==> src/rtl/seq_mult_pkg.sv <==
// rtl/seq_mult_pkg.sv - shared types and constants for the sequential multiplier
//
// Purpose: state encoding and datapath sizing shared by seq_mult32 and its helpers.
package seq_mult_pkg;

  localparam int WIDTH    = 32;
  localparam int ACC_W    = 2 * WIDTH;
  localparam int ITER_MAX = WIDTH;

  typedef enum logic [1:0] {
    IDLE = 2'd0,
    RUN  = 2'd1,
    FIX  = 2'd2,
    DONE = 2'd3
  } state_t;

endpackage

==> src/rtl/cond_neg.sv <==
// rtl/cond_neg.sv - conditional two's-complement negate
//
// Purpose: returns -i_val when i_neg is set, else i_val (modulo 2^W).
// Ports:
//   i_val  W-bit operand
//   i_neg  negate select
//   o_val  W-bit result
module cond_neg #(
  parameter int W = 32
) (
  input  logic [W-1:0] i_val,
  input  logic         i_neg,
  output logic [W-1:0] o_val
);

  assign o_val = i_neg ? -i_val : i_val;

endmodule

==> src/rtl/seq_mult32.sv <==
// rtl/seq_mult32.sv - multi-cycle signed 32x32 shift-and-add multiplier
//
// Purpose: sign-magnitude shift-and-add multiply; returns the low word of the
// signed product, a one-cycle ready pulse and an overflow exception.
// Optional build macro: SEQ_MULT_EARLY_TERM_EN (stop iterating once the
// remaining multiplier bits are all zero).
// Ports:
//   clock           clock, rising edge
//   reset           synchronous active-high reset
//   ctrl_MULT       start strobe, operands sampled on this edge
//   data_operandA   multiplicand (two's complement)
//   data_operandB   multiplier (two's complement)
//   data_result     low 32 bits of product, held until next FIX
//   data_resultRDY  one-cycle valid pulse
//   data_exception  product does not fit in 32 signed bits
//   busy            operation in flight (start edge until RDY drops)
module seq_mult32
  import seq_mult_pkg::*;
#(
  parameter int WIDTH = 32,
  parameter int CNT_W = 6
) (
  input  logic             clock,
  input  logic             reset,
  input  logic             ctrl_MULT,
  input  logic [WIDTH-1:0] data_operandA,
  input  logic [WIDTH-1:0] data_operandB,
  output logic [WIDTH-1:0] data_result,
  output logic             data_resultRDY,
  output logic             data_exception,
  output logic             busy
);

  localparam int LACC_W = 2 * WIDTH;

  state_t              r_state;
  logic [LACC_W-1:0]   r_acc;
  logic [LACC_W-1:0]   r_mcand;
  logic [WIDTH-1:0]    r_mplier;
  logic                r_sign;
  logic [CNT_W-1:0]    r_cnt;
  logic [WIDTH-1:0]    r_result;
  logic                r_rdy;
  logic                r_exc;
  logic                r_busy;

  logic [WIDTH-1:0]    w_mag_a;
  logic [WIDTH-1:0]    w_mag_b;
  logic [LACC_W-1:0]   w_prod;
  logic [LACC_W-1:0]   w_acc_next;
  logic [WIDTH-1:0]    w_mplier_shr;
  logic                w_cnt_last;
  logic                w_run_exit;
  logic                w_ovf;

  // Magnitudes as unsigned: negating 0x80000000 yields 0x80000000 = 2^31.
  cond_neg #(.W(WIDTH)) u_mag_a (
    .i_val (data_operandA),
    .i_neg (data_operandA[WIDTH-1]),
    .o_val (w_mag_a)
  );

  cond_neg #(.W(WIDTH)) u_mag_b (
    .i_val (data_operandB),
    .i_neg (data_operandB[WIDTH-1]),
    .o_val (w_mag_b)
  );

  // Sign is reapplied to the full 64-bit magnitude so overflow can be judged.
  cond_neg #(.W(LACC_W)) u_prod (
    .i_val (r_acc),
    .i_neg (r_sign),
    .o_val (w_prod)
  );

  assign w_acc_next   = r_mplier[0] ? (r_acc + r_mcand) : r_acc;
  assign w_mplier_shr = r_mplier >> 1;
  assign w_cnt_last   = (r_cnt == CNT_W'(ITER_MAX - 1));

`ifdef SEQ_MULT_EARLY_TERM_EN
  // No set bits left means no further partial products can contribute.
  assign w_run_exit = w_cnt_last || (w_mplier_shr == '0);
`else
  assign w_run_exit = w_cnt_last;
`endif

  // Fits in 32 signed bits only when bits [63:31] are a pure sign extension.
  assign w_ovf = ~((&w_prod[LACC_W-1:WIDTH-1]) | ~(|w_prod[LACC_W-1:WIDTH-1]));

  always_ff @(posedge clock) begin
    if (reset) begin
      r_state  <= IDLE;
      r_acc    <= '0;
      r_mcand  <= '0;
      r_mplier <= '0;
      r_sign   <= 1'b0;
      r_cnt    <= '0;
      r_result <= '0;
      r_rdy    <= 1'b0;
      r_exc    <= 1'b0;
      r_busy   <= 1'b0;
    end else begin
      r_rdy <= 1'b0;
      if (ctrl_MULT) begin
        // A start in any state (re)launches; an aborted run never reaches FIX.
        r_state  <= RUN;
        r_acc    <= '0;
        r_mcand  <= {{WIDTH{1'b0}}, w_mag_a};
        r_mplier <= w_mag_b;
        r_sign   <= data_operandA[WIDTH-1] ^ data_operandB[WIDTH-1];
        r_cnt    <= '0;
        r_busy   <= 1'b1;
      end else begin
        unique case (r_state)
          IDLE: begin
            r_busy <= 1'b0;
          end
          RUN: begin
            r_acc    <= w_acc_next;
            r_mcand  <= r_mcand << 1;
            r_mplier <= w_mplier_shr;
            r_cnt    <= r_cnt + 1'b1;
            if (w_run_exit) begin
              r_state <= FIX;
            end
          end
          FIX: begin
            r_result <= w_prod[WIDTH-1:0];
            r_exc    <= w_ovf;
            r_rdy    <= 1'b1;
            r_state  <= DONE;
          end
          DONE: begin
            r_busy  <= 1'b0;
            r_state <= IDLE;
          end
          default: begin
            r_state <= IDLE;
          end
        endcase
      end
    end
  end

  assign data_result    = r_result;
  assign data_resultRDY = r_rdy;
  assign data_exception = r_exc;
  assign busy           = r_busy;

endmodule
==> config.mk <==
export PLATFORM = sky130hd
export DESIGN_NAME = seq_mult32
export DESIGN_NICKNAME = d
export VERILOG_FILES = /design/src/rtl/seq_mult_pkg.sv /design/src/rtl/cond_neg.sv /design/src/rtl/seq_mult32.sv
export SDC_FILE = /design/constraint.sdc
export NUM_CORES = 1
export LEC_CHECK = 0
export BUFFER_PORTS_ARGS = -buffer_cell sky130_fd_sc_hd__buf_2
export CORE_MARGIN = 2
export CORE_UTILIZATION = 35
export CTS_CLUSTER_SIZE = 20
export DETAILED_ROUTE_END_ITERATION = 8
export GPL_TIMING_DRIVEN = 0
export PLACE_DENSITY = 0.51
export SLEW_MARGIN = 5
export SYNTH_ARGS = -nofsm -noshare
export SYNTH_HDL_FRONTEND = slang
export SYNTH_SLANG_ARGS = --single-unit
==> constraint.sdc <==
create_clock -name clock -period 7.1 [get_ports clock]
set_input_delay 2.13 -clock clock [delete_from_list [all_inputs] [get_ports clock]]
set_output_delay 2.13 -clock clock [all_outputs]
set_load 0.01 [all_outputs]
==> results of run 1 <==
stage by stage:
step           worst slack [ns]  hold slack (ns)  area, um2
3_3_place_gp               1.80            0.470      15600
3_5_place_dp               1.80            0.478      15600
6_report                   2.36            0.486      16400
4_1_cts                    2.39            0.486      16400
5_1_grt                    2.18            0.505      16400
2_1_floorplan              2.27            0.455      14400
flip-flops by register name, summed over array words and instances, names as in the netlist:
signal          cells
r_cnt               6
data_resultRDY      1
busy                1
r_mcand            64
data_exception      1
r_state             2
r_mplier           32
r_sign              1
data_result        32
r_acc              64
kinds of logic (layout without fill, tap and decap cells):
group	after synthesis	in the layout	synth area share, %
mux	43	43	3.01
compound gates	559	559	25.9
buf+inv	154	295	4.14
fa+ha+maj	73	73	6.38
xor+xnor	167	167	10.2
simple gates	625	625	22.0
flops	204	204	28.3
worst paths after layout:
path	startpoint	endpoint	slack, ns	cells past startpoint
hold / removal	data_result[0]	data_result[0]	0.49	2
setup / recovery	data_operandA[4]	r_mcand[30]	2.36	10
setup reg to reg	r_acc[29]	r_acc[56]	2.85	12
hold reg to reg	data_result[0]	data_result[0]	0.49	2
layout make-up:
| class | count | area share [%] |
|---|---|---|
| multi-input combinational | 1467 | 59.4 |
| tap | 532 | 4.05 |
| sequential | 204 | 24.9 |
| buffer | 122 | 2.91 |
| inverter | 32 | 0.731 |
| timing repair buffer | 100 | 3.05 |
| clock buffer | 33 | 4.18 |
| clock inverter | 8 | 0.815 |
report_power, final:
| group | total (mW) | switching [mW] | internal, mW |
|---|---|---|---|
| Sequential | 1.22 | 0.0328 | 1.18 |
| Clock | 1.30 | 0.519 | 0.785 |
| Combinational | 0.447 | 0.282 | 0.165 |
routing by layer:
metal | wire length (um) | vias to the layer above | GRT usage (%)
met5 | 0 | - | 0
met4 | 904 | 0 | 5.02
met3 | 2440 | 52 | 2.29
met2 | 19800 | 331 | 32.4
met1 | 23100 | 6584 | 30.6
li1 | - | 6977 | -
synth_stat cells, types with 4 or more instances:
cell type,n,share of area [%]
a2111oi_0,4,0.24
a211oi_1,160,8.3
a21o_1,29,1.5
a21oi_1,113,3.9
a221oi_1,9,0.55
a31oi_1,10,0.43
and2_1,7,0.30
and3_1,16,0.69
buf_1,15,0.39
clkbuf_1,103,2.7
dfxtp_1,204,28
ha_1,72,6.2
inv_1,32,0.83
mux2i_1,40,2.8
nand2_1,186,4.8
nand2b_1,7,0.30
nand3_1,26,0.90
nand4_1,39,1.7
nor2_1,144,3.7
nor2b_1,71,3.1
nor3_1,33,1.1
nor4_1,15,0.65
nor4_2,6,0.52
o21a_1,10,0.52
o21ai_0,98,3.4
o21ai_1,9,0.31
o21bai_1,19,0.99
o31ai_1,33,1.7
o41ai_1,19,1.2
or2_2,4,0.17
or3_1,20,0.87
or4_1,22,1.1
xnor2_1,40,2.4
xor2_1,125,7.6
worst max-delay path, cell delays in order:
cell and delay (ns):
buf_2 0.13, nor4_2 0.38, nand3_1 0.21, or3_1 0.45
or4_1 0.57, or4_1 0.47, nand2b_1 0.19, o41ai_1 0.31
xor2_1 0.13, a211oi_1 0.24
==> impl_metrics.tcl, run 1 <==
set metrics [dict create \
    ant_nets 0 \
    cts_buffer_depth 3 \
    routed_wl_mm 46.3 \
    fmax_ghz 0.211 \
    utilization_pct 40.3 \
    p_leak_nw 6.46 \
    place_inst 2457 \
    synth_cell_types 83 \
    rsz0062_at_grt "false" \
    avgSynthCellArea_um2 7.91 \
    boundaryPins 102 \
    cts_buffers 25 \
    mostFrequentLayoutCell "dfxtp_1" \
    grt_pass1_wl_mm 73.0 \
    dpl.hpwl_mm 36.8 \
    via_per_inst 5.58 \
    worstSetupPathType "in -> reg" \
    first_pass_iters 6 \
    power_mw 2.97 \
    syn_nets 1965 \
    setup_viol 0 \
    synthCells 1825 \
    routabilityCongestion 0.892 \
    track_usage_pct 20.8 \
    nets 2092 \
    period_minus_slack_ns 4.74 \
    cp-start-kind "input pin" \
    io_buffer_count 100 \
    dr_total_vias 13900 \
    final-max-slew-violation-count 0 \
    crit_fanout 4 \
    cts_tree "done" \
    arrival_ns 5.21 \
    cp-end-kind "flop" \
    antenna_found_initial 3 \
    ys_seq_area_share_pct 28.3 \
    seq_area_um2 4080 \
    die_w_um 207 \
    ctsResizeCount 0 \
    hold_violations 0 \
    post_cts_buffers 0 \
    drt_first_iter_violations 904 \
    coreArea_um2 40700 \
    drc 0 \
    post_route_cells_drive_above_1_share_pct 8.70 \
    n_antenna_cell 0 \
    worst_clock_skew_ns 0.0387 \
    slew_headroom_pct 41.1 \
    maxCapViolCount 0 \
    multi_input_area_um2 9750 \
    ys_ff_latch 204 \
    crit_required_ns 7.58 \
    fillers 4306 \
    status "completed" \
    min_path_type "reg -> reg" \
    worst_pin_slew_ns 0.883 \
    grt_remaining_overflow 0 \
    row_count 74 \
    async_flop_share_pct 0 \
    grt_max_degree 14 \
    fin_cells 2498 \
    first_global_vias 13200 \
    hold_buffers 0 \
    wl_per_cell_um 18.5 \
    h-tree-depth 1 \
    numClockSinks 204 \
    p_per_area_nw_per_um2 181 \
    final_cell_mix "204 x dfxtp_1, 186 x nand2_1, 160 x a211oi_1" \
    insertion_delay_ns 0.57 \
    ys.flop_type "dfxtp_1" \
    synthesis.area_um2 14400 \
    syn_to_final_growth_pct 13.8 \
    start_util_pct 35.4 \
    ys.warnings.count 0 \
    clk_pin_slew_ns 0.06 \
    synth-edff-count 0 \
    die-area_um2 42900 \
    final.setup.tns_ns 0 \
    layout_worst_path_cycle_share_pct 66.7 \
    max-vdd-ir-drop_mv 0.132 \
    fp.dieH_um 207 \
    root_buffer "clkbuf_16" \
]
Note: power is estimated with default switching activity, not from simulation.
==> inputs of run 2 (changes only) <==
Settings changed: ABC_AREA set to 1, PLACE_DENSITY 0.51 to 0.53.
Clock period 7.1 ns to 4.3 ns, I/O delays scaled along.
==> run 2 against run 1 <==
Effect of this change:
- combinational power increased to 2.7 times the previous value
- non-clock buffer count decreased by 34
- sequential cell count unchanged
- worst setup slack got worse by 1.1 ns
- register-to-register slack got worse by 1.5 ns
==> impl_metrics.tcl, run 2 <==
set metrics [dict create \
    via_per_inst 5.20 \
    numClockSinks 204 \
    final.setup.tns_ns 0 \
    boundaryPins 102 \
    async_flop_share_pct 0 \
    routed_wl_mm 67.8 \
    root_buffer "clkbuf_16" \
    synth_xor_area_share_pct 5.37 \
    cts_buffers 26 \
    ctsResizeCount 0 \
    layout_worst_path_cycle_share_pct 69.8 \
    fp.dieH_um 221 \
    r2r-end "r_acc[38]" \
    seq_area_um2 4080 \
    synth_compound_area_share_pct 20.3 \
    final-max-slew-violation-count 0 \
    setup_viol 0 \
    syn_to_final_growth_pct 13.0 \
    cp-end-kind "flop" \
    wl_per_cell_um 19.3 \
    power_mw 5.53 \
    antenna_found_initial 5 \
    cts_tree "done" \
    syn_nets 2903 \
    p_leak_nw 8.88 \
    fillers 5287 \
    avgSynthCellArea_um2 5.96 \
    ys_ff_latch 204 \
    dpl.hpwl_mm 56.3 \
    hold_buffers 0 \
    synthCells 2763 \
    insertion_delay_ns 0.57 \
    post_cts_buffers 0 \
    seq_power_share_pct 37.0 \
    ys_top_cells_by_count "767 x nand2_1, 393 x nor2_1, 310 x inv_1, 245 x a21oi_1, 204 x dfxtp_1" \
    start_util_pct 35.5 \
    grt_remaining_overflow 0 \
    power.switching_mw 1.82 \
    cts_buffer_depth 3 \
    grt_max_degree 13 \
    track_usage_pct 27.0 \
    mostFrequentLayoutCell "nand2_1" \
    crit_required_ns 4.80 \
    h-tree-depth 1 \
    dr_total_vias 18300 \
    synth.area.top_cells "dfxtp_1 25%, nand2_1 17%, nor2_1 9.0%" \
    ff2ff_setup_slack_ns 1.37 \
    synth.most_common_cell "nand2_1" \
    drc 0 \
    max-vdd-ir-drop_mv 0.255 \
    first_global_vias 17400 \
    multi_input_area_um2 10800 \
    internal_power_mw 3.71 \
    synth-edff-count 0 \
    post_route_cells_drive_above_1_share_pct 7.05 \
    die_w_um 221 \
    synth_adder_area_share_pct 5.59 \
    period_minus_slack_ns 3.00 \
    first_pass_iters 7 \
    yosysTopAreaCell "dfxtp_1" \
    synth_mux_area_share_pct 0 \
    cp_cell_sequence "clkbuf_1 > nor2_1 > clkbuf_1 > o21ai_0 > inv_1 > nand2_1 > inv_1" \
    status "completed" \
    nets 3030 \
    ys_seq_area_share_pct 24.8 \
    synth_cell_types 48 \
    ys.warnings.count 0 \
    worst_pin_slew_ns 1.12 \
    synthesis.area_um2 16500 \
    grt_pass1_wl_mm 102 \
    worst_clock_skew_ns 0.0296 \
    yosys.area_share.simple_pct 34.6 \
    ys.flop_type "dfxtp_1" \
    row_count 79 \
    maxCapViolCount 0 \
    cp-start-kind "input pin" \
    cp-startpoint "ctrl_MULT" \
    rsz0062_at_grt "false" \
    worstSetupPathType "in -> reg" \
    final_cell_mix "767 x nand2_1, 393 x nor2_1, 310 x inv_1" \
    min_path_type "reg -> reg" \
    p_per_area_nw_per_um2 297 \
    slew_headroom_pct 25.5 \
    p_clk_share_pct 41.4 \
    stdcell_area_um2 18600 \
    synth_top_area_share_pct 24.8 \
    ant_nets 0 \
    postPlaceCellArea_um2 17700 \
    crit_fanout 10 \
    io_buffer_count 99 \
    ff2ff_path_depth 15 \
    combinationalPowerShare_pct 21.6 \
    slowest_stage "clkbuf_1" \
    max_stage_delay_ns 0.89 \
    drt_first_iter_violations 1461 \
    r2r_start "r_mcand[0]" \
    crit_end "r_acc[46]" \
    clk_pin_slew_ns 0.06 \
    arrival_ns 3.50 \
    routabilityCongestion 0.990 \
    sw_frac_of_total_pct 33.0 \
    hold_violations 0 \
    coreArea_um2 46500 \
    synth_top_family_by_area "simple AND/OR/NAND/NOR gates" \
    die-area_um2 48800 \
    reg_top3 "r_acc x64, r_mcand x64" \
    fmax_ghz 0.333 \
]
[run 2: cell count changes in the layout (fill, tap and decap cells not counted), sizes merged, moves of 40 or more]
cell and delta:
a211oi -160, inv +285, xor2 -42, nand3 +94
o21ai +101, a21oi +133, mux2i -40, nor2b -71
nor2 +266, nand2 +590
[run 2: final cells by class]
class | instances | area share, %
plain buffers | 89 | 1.86
clock inverters | 6 | 0.491
repair buffers | 99 | 2.66
multi-input cells | 2149 | 58.2
clock buffers | 39 | 4.25
diodes | 2 | 0.0269
well taps | 607 | 4.08
inverters | 321 | 6.47
flip-flops and latches | 204 | 21.9
[run 2: metal layers]
layer / GRT usage [%] / part of all wire (%)
met5: 0 / 0.055
met4: 9.55 / 3.7
met3: 3.27 / 5.8
met1: 35.2 / 45
met2: 45.8 / 46
[run 2: worst min path at each step]
stage / from / depth (start not counted) / to
after floorplan: r_mplier[3] / 2 / r_mplier[3]
after global placement: r_mplier[8] / 2 / r_mplier[8]
after detailed placement: r_mplier[8] / 2 / r_mplier[8]
after CTS: r_mplier[8] / 2 / r_mplier[8]
after global routing: r_mplier[8] / 2 / r_mplier[8]
final: r_mplier[31] / 2 / r_mplier[31]
[run 2: critical path: cells and delay by family]
family | cells | cell delay [ns]
AO/OA/AOI/OAI | 1 | 0.21
buffers and inverters | 4 | 1.31
AND/OR/NAND/NOR | 2 | 0.66
[run 2: power by group through the flow]
stage / Sequential, mW / Combinational [mW] / Clock (mW)
after floorplan: 2.05 / 0.794 / 0
after global placement: 2.08 / 1.18 / 0
after detailed placement: 2.08 / 1.19 / 0
after CTS: 2.04 / 1.19 / 2.33
after global routing: 2.05 / 1.33 / 2.39
final: 2.04 / 1.20 / 2.29
[run 2: kinds of logic (layout without fill, tap and decap cells)]
logic type	Yosys count	count (layout)
fa+ha+maj	73	73
xor+xnor	101	101
other cells	0	2
compound gates	583	583
simple gates	1392	1392
buf+inv	410	554
flops	204	204
[run 2: through the flow]
stage                     utilization [%]  instances  hold WS [ns]  setup WS [ns]
after CTS                            40.1       3514         0.464           1.39
after floorplan                         -       2763         0.445           1.42
final                                40.1       3516         0.465           1.30
after global placement               38.2       3469         0.453          0.841
after global routing                 40.1       3514         0.473           1.19
after detailed placement             38.2       3469         0.455          0.809
